--- src/rtl/mips_ctrl_pkg.sv ---
// Shared control definitions for the MIPS fetch path: fetch FSM states and PC constants.
package mips_ctrl_pkg;

    typedef enum logic [1:0] {
        IDLE  = 2'd0,
        FETCH = 2'd1,
        HOLD  = 2'd2
    } state_t;

    localparam logic [31:0] PC_INC     = 32'd4;
    localparam logic [31:0] WORD_ALIGN = 32'hFFFF_FFFC;

endpackage

--- src/rtl/pc_jump_sequencer_if.sv ---
// Instruction-memory and decode-side signals of the fetch sequencer.
// The master modport is the sequencer; the slave modport is memory plus decode.
interface pc_jump_sequencer_if;

    logic        imem_req;
    logic [31:0] imem_addr;
    logic        imem_ack;
    logic [31:0] imem_rdata;

    logic        instr_valid;
    logic [31:0] instr;
    logic [31:0] instr_pc;
    logic        instr_ready;

    logic        branch_taken;
    logic [31:0] branch_offset;
    logic        jump;
    logic [25:0] jump_index;
    logic        jr;
    logic [31:0] jr_target;
    logic        misalign;

    modport master (
        output imem_req, imem_addr, instr_valid, instr, instr_pc, misalign,
        input  imem_ack, imem_rdata, instr_ready,
               branch_taken, branch_offset, jump, jump_index, jr, jr_target
    );

    modport slave (
        input  imem_req, imem_addr, instr_valid, instr, instr_pc, misalign,
        output imem_ack, imem_rdata, instr_ready,
               branch_taken, branch_offset, jump, jump_index, jr, jr_target
    );

endinterface

--- src/rtl/pc_jump_sequencer_shift_left2_jump.sv ---
// Forms the low 28 bits of a J-type target: the 26-bit word index scaled to bytes.
module shift_left2_jump (
    input  logic [25:0] jump_index,
    output logic [27:0] jump_field
);

    assign jump_field = {jump_index, 2'b00};

endmodule

--- src/rtl/pc_jump_sequencer.sv ---
// Fetch sequencer: owns the PC, issues one imem request at a time, holds the word for decode.
// Optional jump-register support is enabled by defining JR_EN.
module pc_jump_sequencer
    import mips_ctrl_pkg::*;
#(
    parameter logic [31:0] RESET_PC = 32'h0000_0000
) (
    input  logic               clk,
    input  logic               rst_n,
    input  logic               run,
    pc_jump_sequencer_if.master bus
);

    state_t      state, state_nx;
    logic [31:0] pc;
    logic [31:0] instr_q;
    logic [31:0] instr_pc_q;
    logic [31:0] pc4;
    logic [31:0] branch_tgt;
    logic [31:0] next_pc;
    logic [27:0] jump_field;
    logic        capture;
    logic        accept;

    assign capture = (state == FETCH) && bus.imem_ack;
    assign accept  = (state == HOLD) && bus.instr_ready;

    always_ff @(posedge clk or negedge rst_n) begin
        if (!rst_n) begin
            state <= IDLE;
        end else begin
            state <= state_nx;
        end
    end

    always_comb begin
        state_nx = state;
        case (state)
            IDLE:    if (run)             state_nx = FETCH;
            FETCH:   if (bus.imem_ack)    state_nx = HOLD;
            HOLD:    if (bus.instr_ready) state_nx = run ? FETCH : IDLE;
            default:                      state_nx = IDLE;
        endcase
    end

    always_ff @(posedge clk or negedge rst_n) begin
        if (!rst_n) begin
            pc         <= RESET_PC;
            instr_q    <= '0;
            instr_pc_q <= '0;
        end else begin
            if (capture) begin
                instr_q    <= bus.imem_rdata;
                instr_pc_q <= pc;
            end
            if (accept) begin
                pc <= next_pc;
            end
        end
    end

    shift_left2_jump u_shift_left2_jump (
        .jump_index (bus.jump_index),
        .jump_field (jump_field)
    );

    // Redirect targets are relative to the held instruction, not the live PC.
    assign pc4        = instr_pc_q + PC_INC;
    assign branch_tgt = pc4 + {bus.branch_offset[29:0], 2'b00};

    always_comb begin
        next_pc = pc4;
`ifdef JR_EN
        if (bus.jr) begin
            next_pc = bus.jr_target & WORD_ALIGN;
        end else
`endif
        if (bus.jump) begin
            next_pc = {pc4[31:28], jump_field};
        end else if (bus.branch_taken) begin
            next_pc = branch_tgt;
        end
    end

`ifdef JR_EN
    logic misalign_q;
    logic unused_offset_hi;

    always_ff @(posedge clk or negedge rst_n) begin
        if (!rst_n) begin
            misalign_q <= 1'b0;
        end else if (accept && bus.jr && (bus.jr_target[1:0] != 2'b00)) begin
            misalign_q <= 1'b1;
        end
    end

    assign bus.misalign     = misalign_q;
    assign unused_offset_hi = ^bus.branch_offset[31:30];
`else
    logic unused_jr;

    assign bus.misalign = 1'b0;
    assign unused_jr    = ^{bus.jr, bus.jr_target, bus.branch_offset[31:30]};
`endif

    assign bus.imem_req    = (state == FETCH);
    assign bus.imem_addr   = pc;
    assign bus.instr_valid = (state == HOLD);
    assign bus.instr       = instr_q;
    assign bus.instr_pc    = instr_pc_q;

endmodule

--- src/flat_wrapper.sv ---
// flat-port wrapper written by rule: the top's interface ports become plain ports
module pc_jump_sequencer_flat import mips_ctrl_pkg::*;
#(
    parameter logic [31:0] RESET_PC = 32'h0000_0000
)
  (clk, rst_n, run, bus_imem_req, bus_imem_addr, bus_instr_valid, bus_instr, bus_instr_pc, bus_misalign, bus_imem_ack, bus_imem_rdata, bus_instr_ready, bus_branch_taken, bus_branch_offset, bus_jump, bus_jump_index, bus_jr, bus_jr_target);
  pc_jump_sequencer_if bus_i ();
  input  logic clk;
  input  logic rst_n;
  input  logic run;
  output wire logic [$bits(bus_i.imem_req)-1:0] bus_imem_req;
  output wire logic [$bits(bus_i.imem_addr)-1:0] bus_imem_addr;
  output wire logic [$bits(bus_i.instr_valid)-1:0] bus_instr_valid;
  output wire logic [$bits(bus_i.instr)-1:0] bus_instr;
  output wire logic [$bits(bus_i.instr_pc)-1:0] bus_instr_pc;
  output wire logic [$bits(bus_i.misalign)-1:0] bus_misalign;
  input wire logic [$bits(bus_i.imem_ack)-1:0] bus_imem_ack;
  input wire logic [$bits(bus_i.imem_rdata)-1:0] bus_imem_rdata;
  input wire logic [$bits(bus_i.instr_ready)-1:0] bus_instr_ready;
  input wire logic [$bits(bus_i.branch_taken)-1:0] bus_branch_taken;
  input wire logic [$bits(bus_i.branch_offset)-1:0] bus_branch_offset;
  input wire logic [$bits(bus_i.jump)-1:0] bus_jump;
  input wire logic [$bits(bus_i.jump_index)-1:0] bus_jump_index;
  input wire logic [$bits(bus_i.jr)-1:0] bus_jr;
  input wire logic [$bits(bus_i.jr_target)-1:0] bus_jr_target;
  assign bus_imem_req = bus_i.imem_req;
  assign bus_imem_addr = bus_i.imem_addr;
  assign bus_instr_valid = bus_i.instr_valid;
  assign bus_instr = bus_i.instr;
  assign bus_instr_pc = bus_i.instr_pc;
  assign bus_misalign = bus_i.misalign;
  assign bus_i.imem_ack = bus_imem_ack;
  assign bus_i.imem_rdata = bus_imem_rdata;
  assign bus_i.instr_ready = bus_instr_ready;
  assign bus_i.branch_taken = bus_branch_taken;
  assign bus_i.branch_offset = bus_branch_offset;
  assign bus_i.jump = bus_jump;
  assign bus_i.jump_index = bus_jump_index;
  assign bus_i.jr = bus_jr;
  assign bus_i.jr_target = bus_jr_target;
  pc_jump_sequencer #(.RESET_PC(RESET_PC)) u_core (.clk(clk), .rst_n(rst_n), .run(run), .bus(bus_i));
endmodule
--- config.mk ---
export PLATFORM = sky130hd
export DESIGN_NAME = pc_jump_sequencer_flat
export DESIGN_NICKNAME = d
export VERILOG_FILES = /design/src/rtl/mips_ctrl_pkg.sv /design/src/rtl/pc_jump_sequencer_if.sv /design/src/rtl/pc_jump_sequencer_shift_left2_jump.sv /design/src/rtl/pc_jump_sequencer.sv /design/src/flat_wrapper.sv
export SDC_FILE = /design/constraint.sdc
export NUM_CORES = 1
export LEC_CHECK = 0
export CAP_MARGIN = 20
export CORE_ASPECT_RATIO = 0.7
export CORE_MARGIN = 2
export CORE_UTILIZATION = 35
export CTS_CLUSTER_DIAMETER = 150
export DETAILED_ROUTE_END_ITERATION = 10
export PLACE_DENSITY = 0.76
export SETUP_SLACK_MARGIN = 0.02
export SLEW_MARGIN = 5
export SYNTH_ARGS = -nofsm -noshare
export SYNTH_HDL_FRONTEND = slang
export SYNTH_SLANG_ARGS = --single-unit
--- constraint.sdc ---
create_clock -name clk -period 3.54 [get_ports clk]
set_clock_uncertainty 0.15 [all_clocks]
set_input_delay 0.885 -clock clk [delete_from_list [all_inputs] [get_ports clk]]
set_output_delay 0.885 -clock clk [all_outputs]
set_load 0.05 [all_outputs]
After elaboration in Yosys (flattened, before gate mapping):

Index checks and enable logic that the tools add are counted.

* add/subtract/negate cells: 2
* eq/ne operators: 5
* muxes and demuxes: 7
* reductions and logical operators: 4

Operators by type and width (count)
* $mux W32: 2
* $add A32 B3 Y32 const B: 1
* $add A32 B32 Y32: 1
* $mux W2: 3
* $pmux W2 S3: 1
* $ne A2 B1 Y1 const B: 2
* $reduce_and A3 Y1: 1
* $eq A2 B1 Y1 const B: 1
* $eq A2 B2 Y1 const B: 1
* $logic_and A1 B1 Y1: 2
* $logic_not A2 Y1: 1
* $ne A2 B2 Y1 const B: 1
* $mux W1: 1

* bits in registers: 98
* output and inout bits: 99
* word-level logic and storage cells: 22

Longest topological paths before layout:

Gate-level depths: netlist of run 1.

* word-level depth: 4
* depth in mapped cells: 16
* depth with buffers taken out: 15

Cells and area by module:

A second synthesis of run 1 with hierarchy kept.

* cells, all modules: 696
* area total of the unflattened synthesis: 6663.9 um2

By module, submodules not included
* pc_jump_sequencer: instances 1, cells an instance 667, area an instance 6449.9 um2, sequential area each 2452.4 um2
* shift_left2_jump: instances 1, cells an instance 29, area an instance 214.0 um2, sequential area each 0.0 um2

Least setup slack after synthesis of run 1:

OpenSTA, ideal clock, no wires.

* path type: reg2reg
* start: register u_core.instr_pc_q[2] (netlist: u_core.bus.instr_pc[2])
* end: register u_core.pc[31] (netlist: u_core.bus.imem_addr[31])
* setup time: 0.068 ns
* arrival time: 3.738 ns
* slack: -0.417 ns
* stages on the path, launching flop included: 16
* path buffers: 1
* period minus slack after synthesis: 3.957 ns
* cell sequence: dfrtp_1 -> ha_1 -> nand3_1 -> nor4_2 -> nand3_1 -> xnor2_1 -> ha_1 -> clkbuf_1 -> a21oi_1 -> o21a_1 -> o21ai_0 -> a221o_1 -> a21o_1 -> a31oi_1 -> mux2_2 -> nand3_2

* cells in the longest elaborated chain, start to end: 4

RTL lines
* start: declaration: RTL line pc_jump_sequencer.sv:17 `logic [31:0] instr_pc_q;`
* start signal: assignment: RTL line pc_jump_sequencer.sv:54 `instr_pc_q <= pc;`
* $add A32 B3 Y32 *: RTL line pc_jump_sequencer.sv:68 `assign pc4 = instr_pc_q + PC_INC;`
* $add A32 B32 Y32: RTL line pc_jump_sequencer.sv:69 `assign branch_tgt = pc4 + {bus.branch_offset[29:0], 2'b00};`
* $mux W32: RTL line pc_jump_sequencer.sv:80 `end else if (bus.branch_taken) begin`
* $mux W32 *: RTL line pc_jump_sequencer.sv:78 `if (bus.jump) begin`
* end signal: assignment: RTL line pc_jump_sequencer.sv:57 `pc <= next_pc;`
* end: declaration: RTL line pc_jump_sequencer.sv:15 `logic [31:0] pc;`

Mark *: on every way between the ends. The rest lies on a longest branch, timed or not.
A chain may end at the register's enable or synchronous reset.

Worst setup path after layout of run 1:

* start: register u_core.instr_pc_q[3] (netlist: u_core.bus.instr_pc[3])
* end: register u_core.pc[31] (netlist: u_core.bus.imem_addr[31])

The elaborated chain is that of the path after synthesis.

==> results of run 1 <==
==> per-layer routing <==
| layer | GRT usage | vias up | share of wire | wire length [um] |
|---|---|---|---|---|
| li1 | - | 2900 | - | - |
| met2 | 0.331 | 278 | 0.44 | 9590 |
| met5 | 0 | - | 0 | 0 |
| met3 | 0.0693 | 34 | 0.085 | 1850 |
| met1 | 0.308 | 2977 | 0.45 | 9910 |
| met4 | 0.0586 | 0 | 0.022 | 488 |
==> logic make-up after synthesis <==
family,synth area share
AO/OA/AOI/OAI,0.173
adder cells (fa/ha/maj),0.0754
other,0.000585
AND/OR/NAND/NOR,0.141
multiplexers,0.130
buffers and inverters,0.0287
flip-flops,0.383
XOR/XNOR,0.0686
==> final timing paths <==
kind / startpoint / endpoint / slack, ns / cells past startpoint
max in group asynchronous: rst_n / u_core.bus.instr_pc[2]$_DFFE_PN0P_ / 2.19 / 2
worst min-delay path: rst_n / u_core.bus.imem_addr[29]$_DFFE_PN0P_ / 0.30 / 1
worst max register to register: u_core.bus.instr_pc[3]$_DFFE_PN0P_ / u_core.bus.imem_addr[31]$_DFFE_PN0P_ / -0.004 / 15
min in group clk: u_core.state[0]$_DFFE_PN0P_ / u_core.state[1]$_DFFE_PN0P_ / 0.34 / 1
worst max-delay path: u_core.bus.instr_pc[3]$_DFFE_PN0P_ / u_core.bus.imem_addr[31]$_DFFE_PN0P_ / -0.004 / 15
worst min register to register: u_core.state[0]$_DFFE_PN0P_ / u_core.state[1]$_DFFE_PN0P_ / 0.34 / 1
==> cell usage in the layout (no fill, tap or decap), types with 4 or more instances in the layout <==
master,instances
nand4_1,16
clkdlybuf4s50_1,191
buf_4,97
clkbuf_16,9
o211ai_1,7
mux2_2,65
nor2_1,34
nand3_1,14
ha_4,8
nand2_1,61
xnor2_1,20
inv_1,13
xnor2_2,9
a211oi_2,5
o22ai_1,5
ha_1,28
xor2_1,15
nand3_2,6
mux2i_1,9
a211oi_1,6
o31ai_1,5
dfrtp_2,15
o21bai_1,5
and3_1,8
a21oi_1,26
o21ai_0,34
a221oi_1,5
nor3_1,6
nand2_2,4
nor2b_1,4
dfrtp_1,81
a21o_1,18
a21oi_2,9
==> timing repair <==
| item | 4_1_cts | 5_1_grt |
|---|---|---|
| pin swaps | 3 | 24 |
| cloned | 0 | 0 |
| setup endpoints to repair | 5 | 15 |
| buffers inserted | 2 | 5 |
| gates resized for setup | 14 | 44 |
==> through the flow <==
step	worst slack [ns]	hold WS, ns	setup TNS, ns
5_1_grt	-0.158	0.309	-0.568
3_3_place_gp	-0.207	0.326	-1.29
2_1_floorplan	0.0363	0.302	0
3_5_place_dp	-0.206	0.333	-1.84
6_report	-0.00357	0.303	-0.00357
4_1_cts	-0.00394	0.303	-0.00394
==> final cells by class <==
type                       instances  area share
multi-input combinational        501       0.417
timing repair buffer             291       0.269
sequential                        98       0.247
tap                              236      0.0294
clock buffer                      11      0.0242
clock inverter                     5     0.00699
inverter                          15     0.00561
==> state kept, by name, indices dropped and copies added, names as in the netlist <==
signal / cells
u_core.bus.imem_addr: 32
u_core.bus.instr: 32
u_core.bus.instr_pc: 32
u_core.state: 2
==> power groups by stage <==
stage	Combinational (mW)	Sequential, mW	Clock, mW
CTS	6.57	2.17	1.07
floorplan	2.27	3.86	0
global route	7.24	2.25	1.12
detailed placement	6.45	2.18	0
finish	6.86	2.19	1.04
global placement	6.38	2.15	0
==> worst max-delay path: stages (launching register included) <==
cell and delay [ns]:
dfrtp_4 0.49, ha_4 0.14, and3_4 0.18, nand4_1 0.14
nor2_2 0.23, buf_4 0.14, nand4_1 0.16, xnor2_2 0.33
ha_4 0.27, a21oi_2 0.12, o21ai_1 0.08, a221o_1 0.30
a21o_1 0.18, a31oi_4 0.20, mux2_4 0.33, nand3_2 0.06
==> impl_metrics.ini, run 1 <==
[sta]
tightest_slew_ns = 0.640
fmax_mhz = 282
post-route-period-util = 1.00
finalHoldViolations = 0
grt_setup_unrepaired = yes
slew_headroom = 0.573
report.final.slew_viol_count = 0
period_needed_ns = 3.54
setup_ws_ns = -0.00357
finalSetupViolations = 1

[placed_design]
portBuffers = 192
post-place-cells = 1134
postPlaceCellArea_um2 = 9320
place.gp.congestion = 0.902
hpwlAfterDp_um = 16900

[floorplanning]
initial_core_util = 0.357
die_h_um = 117
die_w_um = 166
core_um2 = 18000
die_area_um2 = 19400
rows = 41
top_level_ports = 229

[clocking]
insertion_delay_ns = 0.35
clk_pin_slew_ns = 0.07
clock-sinks = 98
root_buffer = clkbuf_16
cts_buffers = 9
hold_buffers = 0
ctsLongestPathBuffers = 2
htree_levels = 3
cts_tree = yes

[synthesis]
synth.distinct_cells = 69
syn_area_um2 = 6410
synth_cells = 644
synth-edff-count = 0
ys_warn_count = 0
synth_nets = 812
syn_area_per_cell_um2 = 9.95
ys_async_sr_fraction = 1.00
ys_top_cells_by_count = dfrtp_1, mux2_2, nand2_1, ha_1
synthTopCellsByArea = dfrtp_1, mux2_2, ha_1, xnor2_1, nand2_1
yosysTopAreaCell = dfrtp_1
yosysMostFrequentCell = dfrtp_1
ys_seq_elements = 98
yosysSeqAreaShare = 0.383
yosys.area.top_type_share = 0.383
synth-main-ff-cell = dfrtp_1

[run_status]
status = complete, but fails checks
violations = negative setup slack

[global_route]
grt_pass1_wl_um = 33100
grt_max_degree = 47
grt_util_all_layers = 0.220
overflow = 0
antenna_found_initial = 0
grt_pass1_vias = 6062

[setup_path]
cp-start-kind = flop
cp_max_fo = 6
arrival_ns = 3.68
critPathKind = reg2reg
end_kind = flop
required_ns = 3.68

[drt]
ant_nets = 0
vias_per_cell = 5.35
drcViolationCount = 0
finalWirelength_um = 21800
dr.pass1.iters = 5
wl_per_cell_um = 18.9
vias = 6189
drtIter0Drc = 533

[layout]
multi_input_area_um2 = 4190
seq_area_um2 = 2480
nFillCells = 1508
antennaDiodeCount = 0
finalInstanceArea_um2 = 10000
drive_gt1_frac = 0.303
fin_nets = 1084
areaGrowthSynthToFinish_pct = 56.5
fin_util = 0.559
stdcell_count = 1157

[pwr]
switchingPower_mw = 5.03
swShare = 0.499
pwr-share-seq = 0.217
p_total_mw = 10.1
p_int_mw = 5.06
pwr-share-clk = 0.103
vdd_drop_max_mv = 0.710
p_comb_frac = 0.680
leakagePower_nw = 4.31
power_density_nw_per_um2 = 1010

[run]
cap_viol_max_count = 0

[min_path]
hold_path_class = in2async
(Power assumes the default switching activity.)
==> run 2: changes to the inputs <==
Settings changed: CAP_MARGIN 20 to 10, PLACE_DENSITY 0.76 to 0.71.
==> run 2 against run 1 <==
  * Critical endpoint unchanged
  * First-iteration DRC count decreased by 8.6%
  * Worst setup slack improved by 0.023 ns
  * Worst hold slack improved by 0.044 ns
  * Fmax increased by 0.66%
  * Non-clock buffer count increased by 12
  * Core utilization about the same
  * Sequential share of layout area about the same
  * Total power increased by 0.49%
  * Via count decreased by 0.79%
  * Clock power increased by 9%
  * The flow now finishes without violations
==> impl_metrics.ini, run 2 (synthesis gave the netlist of run 1 again) <==
[run_status]
status = completed

[global_route]
antenna_found_initial = 0
overflow = 0
grt_pass1_wl_um = 33100
grt_util_all_layers = 0.220
grt_max_degree = 45
grt_pass1_vias = 5927

[sta]
finalSetupViolations = 0
tightest_slew_ns = 0.665
report.final.slew_viol_count = 0
finalHoldViolations = 0
period_needed_ns = 3.52
setup_ws_ns = 0.0198
slew_headroom = 0.557
hold_ws_ns = 0.347
grt_setup_unrepaired = yes
fmax_mhz = 284
post-route-period-util = 0.994

[drt]
finalWirelength_um = 21500
drcViolationCount = 0
vias = 6140
ant_nets = 0
wl_per_cell_um = 18.4
dr.pass1.iters = 5
drtIter0Drc = 487
vias_per_cell = 5.25

[setup_path]
arrival_ns = 3.61
rrSetupSlack_ns = 0.02
reg2reg_depth = 16
reg2reg_to = u_core.bus.imem_addr[31]$_DFFE_PN0P_
end_kind = flop
crit_cells = 16
cp_slowest_stage_delay_ns = 0.47
cpLargestDelayFamily = compound AO/OA/AOI/OAI gates
cp-start-kind = flop
required_ns = 3.63
startpoint = u_core.bus.instr_pc[2]$_DFFE_PN0P_
cp_num_buf_inv = 2
critPathKind = reg2reg
endpoint = u_core.bus.imem_addr[31]$_DFFE_PN0P_
path_cells = ha_4 -> and3_4 -> nand4_1 -> nor2_2 -> buf_4 -> nand4_1 -> xnor2_1 -> buf_4 -> ha_4 -> a21oi_2 -> o21ai_1 -> a221o_1 -> a21o_1 -> a31oi_4 -> mux2i_1 -> nand3_2
cp_max_fo = 5
cp_slowest_cell = dfrtp_4
r2r-start = u_core.bus.instr_pc[2]$_DFFE_PN0P_

[clocking]
clock-sinks = 98
hold_buffers = 0
root_buffer = clkbuf_16
ctsLongestPathBuffers = 2
htree_levels = 3
insertion_delay_ns = 0.36
cts_tree = yes
clk_pin_slew_ns = 0.07
cts_buffers = 9

[pwr]
vdd_drop_max_mv = 0.580
leakagePower_nw = 4.36
power_density_nw_per_um2 = 1010

[layout]
fin_util = 0.558
fin_nets = 1096
finalInstanceArea_um2 = 10000
layout_common_cells = clkdlybuf4s50_1, buf_4, dfrtp_1
drive_gt1_frac = 0.300
areaGrowthSynthToFinish_pct = 56.5
antennaDiodeCount = 0
final_common_cell = clkdlybuf4s50_1

[floorplanning]
die_area_um2 = 19400
top_level_ports = 229
initial_core_util = 0.357
core_um2 = 18000
die_w_um = 166
rows = 41
die_h_um = 117

[placed_design]
hpwlAfterDp_um = 16800
postPlaceCellArea_um2 = 9420
place.gp.congestion = 0.899
pre_cts_slack_ns = -0.315
portBuffers = 192

[min_path]
hold_path_class = reg2reg

[run]
cap_viol_max_count = 0
[run 2: worst min path at each step]
stage | cells past startpoint | startpoint | slack [ns] | endpoint
detailed placement | 1 | u_core.state[1]$_DFFE_PN0P_ | 0.33 | u_core.state[0]$_DFFE_PN0P_
floorplan | 1 | u_core.state[0]$_DFFE_PN0P_ | 0.30 | u_core.state[1]$_DFFE_PN0P_
global placement | 1 | u_core.state[0]$_DFFE_PN0P_ | 0.32 | u_core.state[1]$_DFFE_PN0P_
global route | 1 | u_core.bus.instr[23]$_DFFE_PN0P_ | 0.37 | u_core.bus.instr[23]$_DFFE_PN0P_
CTS | 1 | u_core.state[0]$_DFFE_PN0P_ | 0.35 | u_core.state[1]$_DFFE_PN0P_
finish | 1 | u_core.state[0]$_DFFE_PN0P_ | 0.35 | u_core.state[1]$_DFFE_PN0P_
[run 2: layout make-up]
cell class                 instances  area [um^2]
clock buffer                      10          239
clock inverter                     6          105
fill                            1587         7930
inverter                          15         56.3
multi-input combinational        501         4050
sequential                        98         2480
tap                              236          295
timing repair buffer             303         2810
[run 2: report_power, final]
part           internal, mW  switching (mW)  total (mW)
clock network         0.655           0.470        1.13
registers              1.65           0.506        2.16
logic                  2.84            4.01        6.85
total                  5.15            4.99        10.1
[run 2: routing by layer]
layer / vias to the layer above / global-route usage / share of wire
met1: 2951 / 0.316 / 0.48
li1: 2933 / - / -
met5: - / 0 / 0
met2: 237 / 0.329 / 0.42
met4: 0 / 0.0504 / 0.012
met3: 19 / 0.0659 / 0.086
[run 2: what timing repair did]
action	CTS	global route
gates resized for setup	10	36
buffers inserted	0	7
setup endpoints to repair	7	16
hold endpoints to repair	0	0
pin swaps	1	23
[run 2: through the flow]
step | setup TNS [ns] | std cells | total power, mW
6_report | 0 | 1169 | 10.1
5_1_grt | -0.618 | 1169 | 10.7
4_1_cts | 0 | 1162 | 9.95
3_5_place_dp | -2.07 | 1146 | 8.72
3_3_place_gp | -1.72 | 1146 | 8.65
2_1_floorplan | 0 | 644 | 6.13
